==> config.mk <==
export PLATFORM = sky130hd
export DESIGN_NAME = tx_serializer_10b
export DESIGN_NICKNAME = d
export VERILOG_FILES = /design/src/rtl/line_code_pkg.sv /design/src/rtl/sym_disparity.sv /design/src/rtl/tx_serializer_10b.sv
export SDC_FILE = /design/constraint.sdc
export NUM_CORES = 1
export LEC_CHECK = 0
export BUFFER_PORTS_ARGS = -buffer_cell sky130_fd_sc_hd__buf_2
export CAP_MARGIN = 20
export CORE_UTILIZATION = 40
export CTS_BUF_LIST = sky130_fd_sc_hd__clkbuf_16
export DETAILED_ROUTE_END_ITERATION = 8
export GPL_TIMING_DRIVEN = 0
export PLACE_DENSITY = 0.59
export SLEW_MARGIN = 0
export SYNTH_ARGS = -nofsm -noshare
export SYNTH_HDL_FRONTEND = slang
export SYNTH_SLANG_ARGS = --single-unit
==> constraint.sdc <==
create_clock -name clk -period 10 [get_ports clk]
set_input_delay 2 -clock clk [delete_from_list [all_inputs] [get_ports clk]]
set_output_delay 2 -clock clk [all_outputs]
set_load 0.03 [all_outputs]
==> src/rtl/line_code_pkg.sv <==
// Shared 8b/10b line-code definitions for the encoder, transmit serializer and
// the receive-side decoder/aligner.
//   SYM_W      : width of a 10-bit line symbol (bit 0 = a, bit 9 = j)
//   K28_5_RDN  : K28.5 comma transmitted when running disparity is negative
//   K28_5_RDP  : K28.5 comma transmitted when running disparity is positive
//   popcount10 : number of ones in a line symbol
package line_code_pkg;

    localparam int unsigned SYM_W = 10;

    localparam logic [SYM_W-1:0] K28_5_RDN = 10'h17C;
    localparam logic [SYM_W-1:0] K28_5_RDP = 10'h283;

    function automatic logic [3:0] popcount10(input logic [SYM_W-1:0] s);
        logic [3:0] c;
        c = 4'd0;
        for (int i = 0; i < SYM_W; i++) begin
            c = c + {3'b000, s[i]};
        end
        return c;
    endfunction

endpackage

==> src/rtl/sym_disparity.sv <==
// Combinational running-disparity step for one 10-bit line symbol.
//   sym     : symbol under evaluation
//   rd      : running disparity before the symbol (1 = positive)
//   rd_next : running disparity after the symbol
//   err     : symbol is unbalanced beyond +/-1 or pushes RD further in the
//             direction it already leans
module sym_disparity
    import line_code_pkg::*;
(
    input  logic [SYM_W-1:0] sym,
    input  logic             rd,
    output logic             rd_next,
    output logic             err
);

    logic [3:0] n;

    always_comb begin
        n       = popcount10(sym);
        rd_next = rd;
        err     = 1'b0;
        if (n > 4'd5) begin
            // Six ones is legal only from RD-; more than six never is.
            rd_next = 1'b1;
            err     = (n > 4'd6) | rd;
        end else if (n < 4'd5) begin
            rd_next = 1'b0;
            err     = (n < 4'd4) | ~rd;
        end
    end

endmodule

==> src/rtl/tx_serializer_10b.sv <==
// Transmit parallel-to-serial stage behind the 8b/10b encoder. Shifts one
// 10-bit symbol out per ten clocks, LSB (bit a) first, and fills empty symbol
// slots with a K28.5 comma of the polarity demanded by running disparity.
//   clk       : serial bit clock
//   rst       : synchronous active-high reset
//   sym_in    : encoded symbol, bit 0 = a
//   sym_valid : sym_in is offered
//   sym_ready : symbol boundary, sym_in is taken this cycle
//   ser_out   : serial line bit
//   sym_start : bit 0 of a symbol is on ser_out
//   idle_ins  : bit 0 of an inserted comma is on ser_out
//   disp_err  : one-cycle pulse, last loaded data symbol broke disparity rules
//   rd_pos    : current running disparity, 1 = positive
module tx_serializer_10b
    import line_code_pkg::*;
#(
    parameter logic [SYM_W-1:0] IDLE_RDN = K28_5_RDN,
    parameter logic [SYM_W-1:0] IDLE_RDP = K28_5_RDP
) (
    input  logic             clk,
    input  logic             rst,
    input  logic [SYM_W-1:0] sym_in,
    input  logic             sym_valid,
    output logic             sym_ready,
    output logic             ser_out,
    output logic             sym_start,
    output logic             idle_ins,
    output logic             disp_err,
    output logic             rd_pos
);

    localparam logic [3:0] BIT_LAST = 4'd9;

    logic [SYM_W-1:0] shift_q;
    logic [3:0]       bit_cnt;
    logic             rd_q;
    logic             is_idle_q;
    logic             disp_err_q;

    logic             boundary;
    logic [SYM_W-1:0] load_sym;
    logic             rd_next;
    logic             sym_err;

    assign boundary = (bit_cnt == BIT_LAST);
    assign load_sym = sym_valid ? sym_in : (rd_q ? IDLE_RDP : IDLE_RDN);

    sym_disparity u_disp (
        .sym     (load_sym),
        .rd      (rd_q),
        .rd_next (rd_next),
        .err     (sym_err)
    );

    always_ff @(posedge clk) begin
        if (rst) begin
            shift_q    <= '0;
            bit_cnt    <= BIT_LAST;
            rd_q       <= 1'b0;
            is_idle_q  <= 1'b0;
            disp_err_q <= 1'b0;
        end else if (boundary) begin
            shift_q    <= load_sym;
            bit_cnt    <= 4'd0;
            rd_q       <= rd_next;
            is_idle_q  <= ~sym_valid;
            // The comma is chosen from RD, so it can never be in error.
            disp_err_q <= sym_valid & sym_err;
        end else begin
            shift_q    <= shift_q >> 1;
            bit_cnt    <= bit_cnt + 4'd1;
            disp_err_q <= 1'b0;
        end
    end

    assign ser_out   = shift_q[0];
    assign sym_ready = boundary;
    assign sym_start = (bit_cnt == 4'd0);
    assign idle_ins  = sym_start & is_idle_q;
    assign disp_err  = disp_err_q;
    assign rd_pos    = rd_q;

endmodule

==> impl_metrics.tcl, run 1 <==
set metrics [dict create \
    area_of_the_mapped_netlist_sq_um 1080 \
    worstPathBufferInverterCount 4 \
    worstMarginPinSlew_ns 0.401 \
    timing_hold_violations_final 0 \
    synth.ff_latch_count 17 \
    crit_path_cell_chain "buf_2, nor2b_1, a21o_1, ha_1, inv_1, fa_1, fa_1, fa_1, fa_1, inv_1, fa_1, inv_1, a21oi_1, nor4b_4, a211oi_2" \
    placement.io_buffers 17 \
    slowest_stage "fa_1" \
    cpPeakStageDelay_ns 0.53 \
    grt_pass1_vias 788 \
    layout.cells.most_common_list "buf_2 (19), dfxtp_1 (17), nor2_1 (12), a21oi_1 (12), inv_1 (11)" \
    drt-vias-per-instance 5.02 \
    globalRouteTotalUtil_pct 16.3 \
    routedWlPerCell_microns 12.9 \
    number_of_antenna_violations_at_the_first_check_in_global_routing 0 \
    fin_cells 159 \
    num_vias 798 \
    drt_drc_violations_left 0 \
    postLayoutCoreUtil_pct 51.0 \
    fill_cells 248 \
    synthDominantAreaCellType "dfxtp_1" \
    relSlewSlack_pct 73.2 \
    top_level_ports 19 \
    fin_tns_setup_ns 0 \
    fin_crit_sh_pct 54.3 \
    synth.top_cell.area_share_pct 31.4 \
    cts-buffers-inserted 3 \
    die_h_microns 54.0 \
    synth.avg_cell_area_sq_um 10.0 \
    synth.yosys.warnings 0 \
    grt_start_max_net_pins 11 \
    crit_path_max_fanout 5 \
    max_cap_viol_count 0 \
    powerDensity_nw_per_um2 319 \
    period_needed_ns 5.43 \
    area_growth_syn_to_layout_pct 18.7 \
    worstReg2RegEnd "rd_pos" \
    antenna_violating_nets_left 0 \
    synth.distinct_cells 27 \
    worst_hold_slack_ns 0.465 \
    hold_path_class "flip-flop to flip-flop" \
    run_status "finished, final reports clean" \
    most_common_cell_on_crit_path "fa_1" \
    finalSetupViolCount 0 \
    antenna-diode-count 0 \
    synth_sequential_area_ratio_pct 31.4 \
    syn_inst 108 \
    crit-reg2reg-launch "rd_pos" \
    route.final.wire_length_microns 2040 \
    rr_worst_depth 14 \
    synth.area.top_cells "dfxtp_1 (31%), fa_1 (11%), a211oi_2 (10%)" \
    critical_path_rt_ns 10.13 \
    floorplan.die_area_sq_um 2920 \
    routabilityCongestion 0.680 \
    path_class "input port to flip-flop" \
    clock_pin_slew_on_the_worst_setup_and_hold_paths_ns 0.05 \
    post_cts.repair.setup_buffers 0 \
    ir_drop_v 0.000224 \
    hold_depth 2 \
    proportion_of_layout_cells_with_a_drive_suffix_above_1_pct 28.7 \
    clk-insertion-delay-late_ns 0.25 \
    htree_levels 1 \
    design.core.area_sq_um 2520 \
    grt_first_pass_wirelength_microns 3350 \
    drt_pass1_iterations 2 \
    place_inst 155 \
    post_cts_resize_count 0 \
    rows 18 \
    ctsHoldBuffers 0 \
    die-width_microns 54.0 \
    startpoint "sym_valid" \
    critPathTopFamily "adder cells" \
    grt_overflow_total 0 \
    drv_slew 0 \
    cts.root.buffer_cell "clkbuf_16" \
    grt_setup_unrepaired "no" \
    layout_commonest_cell "buf_2" \
    worstSetupEndpointType "flip-flop" \
    final_net_count 157 \
    synth.net_count 135 \
    crit_arrival_ns 5.56 \
    power_leakage_nw 0.583 \
    clock_tree.buffer_depth 2 \
    setup.reg_to_reg.worst_slack_ns 5.97 \
    floorplan.initialDensity_pct 43.0 \
    whs_endpoint "shift_q[1]" \
    cts.sink_count 17 \
    min-delay-start "shift_q[2]" \
    max_freq_mhz 184 \
    fin_skew_ns 0.00106 \
    cts_tree "built" \
    drt_iter0_drc 6 \
    dpl.hpwl_microns 1610 \
    critPathLaunchType "input port" \
]
worst max path at each step:
stage / to / depth (start not counted)
floorplan: rd_pos / 14
global placement: rd_pos / 15
detailed placement: rd_pos / 15
CTS: rd_pos / 15
global route: rd_pos / 15
finish: rd_pos / 15
report_power, final:
| group | total [mW] | internal (mW) | switching [mW] |
|---|---|---|---|
| clock | 0.0808 | 0.0535 | 0.0273 |
| combinational | 0.239 | 0.105 | 0.133 |
| sequential | 0.0915 | 0.0835 | 0.00802 |
synthesized netlist by cell type:
cell	n
nor3b_2	1
nor3b_1	3
a21o_1	2
a211o_1	1
a211oi_2	9
nor2_1	12
ha_1	8
and2_1	1
nor3_1	2
xor2_1	1
and3b_1	1
nor4b_4	1
nor2b_1	2
nand2_1	2
inv_1	11
dfxtp_1	17
nand3_1	1
o21bai_1	2
buf_2	2
buf_6	3
xnor2_1	3
fa_1	6
a21oi_1	12
nand3b_1	1
buf_1	1
mux2i_1	2
nand2b_1	1
worst reg2reg max path, cell delays in order (launching register included):
cell and delay [ns]:
dfxtp_1 0.42, nor2b_1 0.29, a21o_1 0.14, ha_1 0.23
inv_1 0.07, fa_1 0.42, fa_1 0.53, fa_1 0.44
fa_1 0.39, inv_1 0.08, fa_1 0.45, inv_1 0.08
a21oi_1 0.08, nor4b_4 0.22, a211oi_2 0.06
cell type report:
cell class / count / area [sq um] / share of cell area [%]
Buffer: 6 / 47.5 / 3.70
Clock buffer: 3 / 75.1 / 5.84
Clock inverter: 1 / 5.00 / 0.389
Inverter: 11 / 41.3 / 3.21
Multi-Input combinational cell: 74 / 654 / 50.9
Sequential cell: 17 / 340 / 26.5
Tap cell: 30 / 37.5 / 2.92
Timing Repair Buffer: 17 / 85.1 / 6.61
through the flow:
stage / cell area, sq um / total power [mW] / worst slack (ns)
6_report: 1290 / 0.411 / 4.57
3_5_place_dp: 1210 / 0.331 / 4.30
3_3_place_gp: 1210 / 0.326 / 4.32
2_1_floorplan: 1080 / 0.291 / 4.61
5_1_grt: 1290 / 0.448 / 4.36
4_1_cts: 1290 / 0.414 / 4.57
per-layer routing:
layer / global-route usage (%) / share of wire (%) / vias to the layer above
met4: 5.13 / 0.93 / 0
li1: - / - / 406
met2: 28.2 / 47 / 18
met5: 0 / 0 / -
met3: 4.52 / 3.8 / 2
met1: 19.3 / 48 / 372
logic make-up after synthesis:
| logic type | after synthesis | synth area share [%] |
|---|---|---|
| flip-flops | 17 | 31.4 |
| adder cells (fa/ha/maj) | 14 | 20.3 |
| multiplexers | 2 | 1.85 |
| AND/OR/NAND/NOR | 28 | 15.5 |
| buffers and inverters | 17 | 8.20 |
| AO/OA/AOI/OAI | 26 | 19.5 |
| XOR/XNOR | 4 | 3.23 |
flip-flops by register name (all words and copies together) (netlist names):
name       count
shift_q       10
rd_pos         1
disp_err       1
bit_cnt        4
is_idle_q      1
Power figures use the tool's default switching activity.
==> run 2: changes to the inputs <==
--- a/config.mk
+++ b/config.mk
@@ -11,7 +11,7 @@
 export CTS_BUF_LIST = sky130_fd_sc_hd__clkbuf_16
 export DETAILED_ROUTE_END_ITERATION = 8
 export GPL_TIMING_DRIVEN = 0
-export PLACE_DENSITY = 0.59
+export PLACE_DENSITY = 0.62
 export SLEW_MARGIN = 0
 export SYNTH_ARGS = -nofsm -noshare
 export SYNTH_HDL_FRONTEND = slang
==> constraint.sdc (replaced) <==
create_clock -name clk -period 4.7 [get_ports clk]
set_input_delay 0.94 -clock clk [delete_from_list [all_inputs] [get_ports clk]]
set_output_delay 0.94 -clock clk [all_outputs]
set_load 0.03 [all_outputs]
==> impl_metrics.tcl, run 2 (synthesis gave the netlist of run 1 again) <==
set metrics [dict create \
    power.internal_mw 0.517 \
    power_frac_clock_pct 19.3 \
    powerDensity_nw_per_um2 685 \
    postLayoutCoreUtil_pct 50.9 \
    number_of_antenna_violations_at_the_first_check_in_global_routing 0 \
    crit-reg2reg-launch "rd_pos" \
    top_level_ports 19 \
    final_net_count 157 \
    worstSetupEndpointType "flip-flop" \
    path_class "input port to flip-flop" \
    largest_reg_flops 10 \
    drt_iter0_drc 13 \
    crit_path_cell_chain "buf_2, nor2b_1, a21o_1, ha_1, inv_1, fa_1, fa_1, fa_1, fa_1, inv_1, fa_1, inv_1, a21oi_1, nor4b_4, a211oi_2" \
    ir_drop_v 0.000483 \
    placement.io_buffers 17 \
    floorplan.initialDensity_pct 43.0 \
    rows 18 \
    routedWlPerCell_microns 13.2 \
    worstMarginPinSlew_ns 0.423 \
    fin_tns_setup_ns 0 \
    fin_cells 159 \
    dpl.hpwl_microns 1680 \
    routabilityCongestion 0.711 \
    post_cts_resize_count 0 \
    cts.root.buffer_cell "clkbuf_16" \
    register_with_the_most_flip_flops "shift_q" \
    route.final.wire_length_microns 2090 \
    cpPeakStageDelay_ns 0.52 \
    setup.reg_to_reg.worst_slack_ns 0.61 \
    period_needed_ns 4.44 \
    proportion_of_layout_cells_with_a_drive_suffix_above_1_pct 27.9 \
    rr_worst_depth 14 \
    worstReg2RegEnd "rd_pos" \
    design.core.area_sq_um 2520 \
    most_common_cell_on_crit_path "fa_1" \
    layout_commonest_cell "buf_2" \
    min-delay-start "shift_q[2]" \
    timing_hold_violations_final 0 \
    layout.cells.most_common_list "buf_2 (19), dfxtp_1 (17), inv_1 (12), nor2_1 (12), a21oi_1 (12)" \
    reg.largest.list "shift_q (10), bit_cnt (4)" \
    clk-insertion-delay-late_ns 0.25 \
    power_leakage_nw 0.585 \
    crit_arrival_ns 4.57 \
    grt_setup_unrepaired "no" \
    clock_pin_slew_on_the_worst_setup_and_hold_paths_ns 0.05 \
    grt_overflow_total 0 \
    relSlewSlack_pct 71.8 \
    drt_pass1_iterations 4 \
    fin_crit_sh_pct 94.5 \
    antenna-diode-count 0 \
    startpoint "sym_valid" \
    cts_tree "built" \
    htree_levels 1 \
    clock_tree.buffer_depth 2 \
    grt_start_max_net_pins 11 \
    whs_endpoint "shift_q[1]" \
    crit_path_max_fanout 5 \
    grt_first_pass_wirelength_microns 3350 \
    slowest_stage "fa_1" \
    power_mw 0.880 \
    cts.sink_count 17 \
    hold_path_class "flip-flop to flip-flop" \
    critPathLaunchType "input port" \
    critical_path_rt_ns 4.83 \
    finalSetupViolCount 0 \
    post_cts.repair.setup_buffers 0 \
    floorplan.die_area_sq_um 2920 \
    ctsHoldBuffers 0 \
    switchingPower_mw 0.363 \
    die-width_microns 54.0 \
    grt_pass1_vias 735 \
    globalRouteTotalUtil_pct 16.7 \
    drt-vias-per-instance 5.07 \
    run_status "finished, final reports clean" \
    drv_slew 0 \
    drt_drc_violations_left 0 \
    p_sw_share_pct 41.3 \
    max_freq_mhz 225 \
    die_h_microns 54.0 \
    cts-buffers-inserted 3 \
    num_vias 806 \
    hold_depth 2 \
    share_seq_of_total_power_pct 22.1 \
    antenna_violating_nets_left 0 \
    max_cap_viol_count 0 \
    fin_skew_ns 0.00204 \
    place_inst 155 \
    share_comb_of_total_power_pct 58.6 \
    area_growth_syn_to_layout_pct 18.6 \
]
## run 2: layout make-up
| class | count | area, sq um |
|---|---|---|
| tap | 30 | 37.5 |
| clock inverter | 1 | 3.75 |
| fill | 242 | 1240 |
| sequential | 17 | 340 |
| buffer | 6 | 47.5 |
| timing repair buffer | 17 | 85.1 |
| multi-input combinational | 74 | 654 |
| inverter | 11 | 41.3 |
| clock buffer | 3 | 75.1 |
## run 2: critical path, delay by kind of cell
| kind | cells | cell delay, ns |
|---|---|---|
| fa+ha+maj | 6 | 2.47 |
| simple gates | 2 | 0.49 |
| buf+inv | 4 | 0.35 |
| compound gates | 3 | 0.32 |
## run 2: how the worst max path moves through the flow
stage                        end  slack [ns]
final                     rd_pos        0.26
after CTS                 rd_pos        0.27
after global routing      rd_pos        0.04
after global placement    rd_pos        0.08
after detailed placement  rd_pos        0.02
after floorplan           rd_pos        0.37
## run 2: stage by stage
stage / hold WS [ns] / worst slack [ns] / cell area, sq um
after floorplan: 0.437 / 0.374 / 1080
after global placement: 0.454 / 0.0787 / 1210
after detailed placement: 0.468 / 0.0207 / 1210
after CTS: 0.480 / 0.272 / 1280
after global routing: 0.505 / 0.0440 / 1280
final: 0.474 / 0.260 / 1280
## run 2: routing by layer
layer	GRT usage [%]	wire (microns)	vias up
li1	-	-	405
met1	22.7	1000	378
met2	24.9	984	20
met3	4.52	82	3
met4	6.41	22	0
met5	0	0	-
## run 2: power by group through the flow
| stage | sequential [mW] | combinational [mW] | clock (mW) |
|---|---|---|---|
| after floorplan | 0.206 | 0.412 | 0 |
| after global placement | 0.196 | 0.493 | 0 |
| after CTS | 0.195 | 0.517 | 0.172 |
| final | 0.195 | 0.515 | 0.170 |
| after detailed placement | 0.198 | 0.515 | 0 |
| after global routing | 0.199 | 0.589 | 0.180 |
==> run 3: changes to the inputs <==
--- a/config.mk
+++ b/config.mk
@@ -11,6 +11,7 @@
 export CTS_BUF_LIST = sky130_fd_sc_hd__clkbuf_16
 export DETAILED_ROUTE_END_ITERATION = 8
 export GPL_TIMING_DRIVEN = 0
+export MAX_ROUTING_LAYER = met4
 export PLACE_DENSITY = 0.62
 export SLEW_MARGIN = 0
 export SYNTH_ARGS = -nofsm -noshare
==> impl_metrics.tcl, run 3 (synthesis gave the netlist of run 1 again) <==
set metrics [dict create \
    routedWlPerCell_microns 13.2 \
    worstReg2RegEnd "rd_pos" \
    design.core.area_sq_um 2520 \
    antenna-diode-count 0 \
    fin_crit_sh_pct 94.5 \
    grt_pass1_vias 734 \
    layout_commonest_cell "buf_2" \
    floorplan.initialDensity_pct 43.0 \
    power_leakage_nw 0.585 \
    layout.cells.most_common_list "buf_2 (19), dfxtp_1 (17), inv_1 (12), nor2_1 (12), a21oi_1 (12)" \
    drv_slew 0 \
    clk-insertion-delay-late_ns 0.25 \
    proportion_of_layout_cells_with_a_drive_suffix_above_1_pct 27.9 \
    floorplan.die_area_sq_um 2920 \
    detailedPlace.worstSlack_ns 0.0207 \
    route.final.wire_length_microns 2090 \
    dpl.hpwl_microns 1680 \
    max_cap_viol_count 0 \
    reg.largest.list "shift_q (10), bit_cnt (4)" \
    cpPeakStageDelay_ns 0.52 \
    crit_arrival_ns 4.57 \
    drt-vias-per-instance 5.07 \
    critical_path_rt_ns 4.83 \
    finalSetupViolCount 0 \
    cts_tree "built" \
    register_with_the_most_flip_flops "shift_q" \
    ctsHoldBuffers 0 \
    htree_levels 1 \
    worstMarginPinSlew_ns 0.423 \
    number_of_cells_on_the_critical_path 15 \
    crit_path_cell_chain "buf_2, nor2b_1, a21o_1, ha_1, inv_1, fa_1, fa_1, fa_1, fa_1, inv_1, fa_1, inv_1, a21oi_1, nor4b_4, a211oi_2" \
    slowest_stage "fa_1" \
    routabilityCongestion 0.720 \
    grt_start_max_net_pins 11 \
    startpoint "sym_valid" \
    run_status "finished, final reports clean" \
    area_growth_syn_to_layout_pct 18.6 \
    final_net_count 157 \
    drt_pass1_iterations 4 \
    grt_setup_unrepaired "no" \
    largest_reg_flops 10 \
    grt_first_pass_wirelength_microns 3350 \
    globalRouteTotalUtil_pct 17.2 \
    critPathTopFamily "adder cells" \
    placement.io_buffers 17 \
    clock_pin_slew_on_the_worst_setup_and_hold_paths_ns 0.05 \
    fin_tns_setup_ns 0 \
    post_cts_resize_count 0 \
    die_h_microns 54.0 \
    fin_skew_ns 0.00202 \
    clock_tree.buffer_depth 2 \
    powerDensity_nw_per_um2 685 \
    critPathLaunchType "input port" \
    worstPathBufferInverterCount 4 \
    ir_drop_v 0.000483 \
    post_cts.repair.setup_buffers 0 \
    crit-reg2reg-launch "rd_pos" \
    timing_hold_violations_final 0 \
    grt_overflow_total 0 \
    period_needed_ns 4.44 \
    drt_drc_violations_left 0 \
    num_vias 806 \
    cts.sink_count 17 \
    drt_iter0_drc 13 \
    top_level_ports 19 \
    antenna_violating_nets_left 0 \
    cts-buffers-inserted 3 \
    die-width_microns 54.0 \
    crit_path_max_fanout 5 \
    cts.root.buffer_cell "clkbuf_16" \
    setup.reg_to_reg.worst_slack_ns 0.61 \
    most_common_cell_on_crit_path "fa_1" \
    final_critical_path_setup_slack_ns 0.261 \
    path_class "input port to flip-flop" \
    number_of_antenna_violations_at_the_first_check_in_global_routing 0 \
    worstSetupEndpointType "flip-flop" \
    endpoint "rd_pos" \
    relSlewSlack_pct 71.8 \
    rows 18 \
    hold_path_class "flip-flop to flip-flop" \
    worst_hold_slack_ns 0.474 \
    rr_worst_depth 14 \
    max_freq_mhz 225 \
]
## run 3: worst register-to-register path, delay by kind of cell (launching register included)
| kind | cells | cell delay, ns |
|---|---|---|
| fa+ha+maj | 6 | 2.47 |
| simple gates | 2 | 0.55 |
| flops | 1 | 0.41 |
| compound gates | 3 | 0.32 |
| buf+inv | 3 | 0.23 |
## run 3: routing by layer
layer	share of wire, %	global-route usage [%]
met4	1.1	6.41
met3	4.0	4.24
met5	0	-
met1	48	22.9
met2	47	24.9
## run 3: cell type report
class                   instances  area [sq um]
flip-flops and latches         17           340
inverters                      11          41.3
clock inverters                 1          3.75
fillers                       242          1240
plain buffers                   6          47.5
clock buffers                   3          75.1
repair buffers                 17          85.1
well taps                      30          37.5
multi-input cells              74           654
## run 3: worst min path at each step
stage | from | endpoint | slack (ns) | cells after the start
final | shift_q[2] | shift_q[1] | 0.47 | 2
after global routing | shift_q[1] | shift_q[0] | 0.50 | 2
after global placement | shift_q[2] | shift_q[1] | 0.45 | 2
after detailed placement | shift_q[1] | shift_q[0] | 0.47 | 2
after CTS | shift_q[1] | shift_q[0] | 0.48 | 2
after floorplan | shift_q[1] | shift_q[0] | 0.44 | 2
## run 3: report_power, final
group / internal, mW / switching, mW
logic: 0.226 / 0.289
registers: 0.178 / 0.0172
clock network: 0.113 / 0.0566
## run 3: metrics by stage
stage / area, sq um / cells / util (%) / power (mW)
after detailed placement: 1210 / 155 / 47.8 / 0.714
final: 1280 / 159 / 50.9 / 0.880
after global routing: 1280 / 159 / 50.9 / 0.968
after global placement: 1210 / 155 / 47.8 / 0.690
after CTS: 1280 / 159 / 50.9 / 0.884
after floorplan: 1080 / 108 / - / 0.618
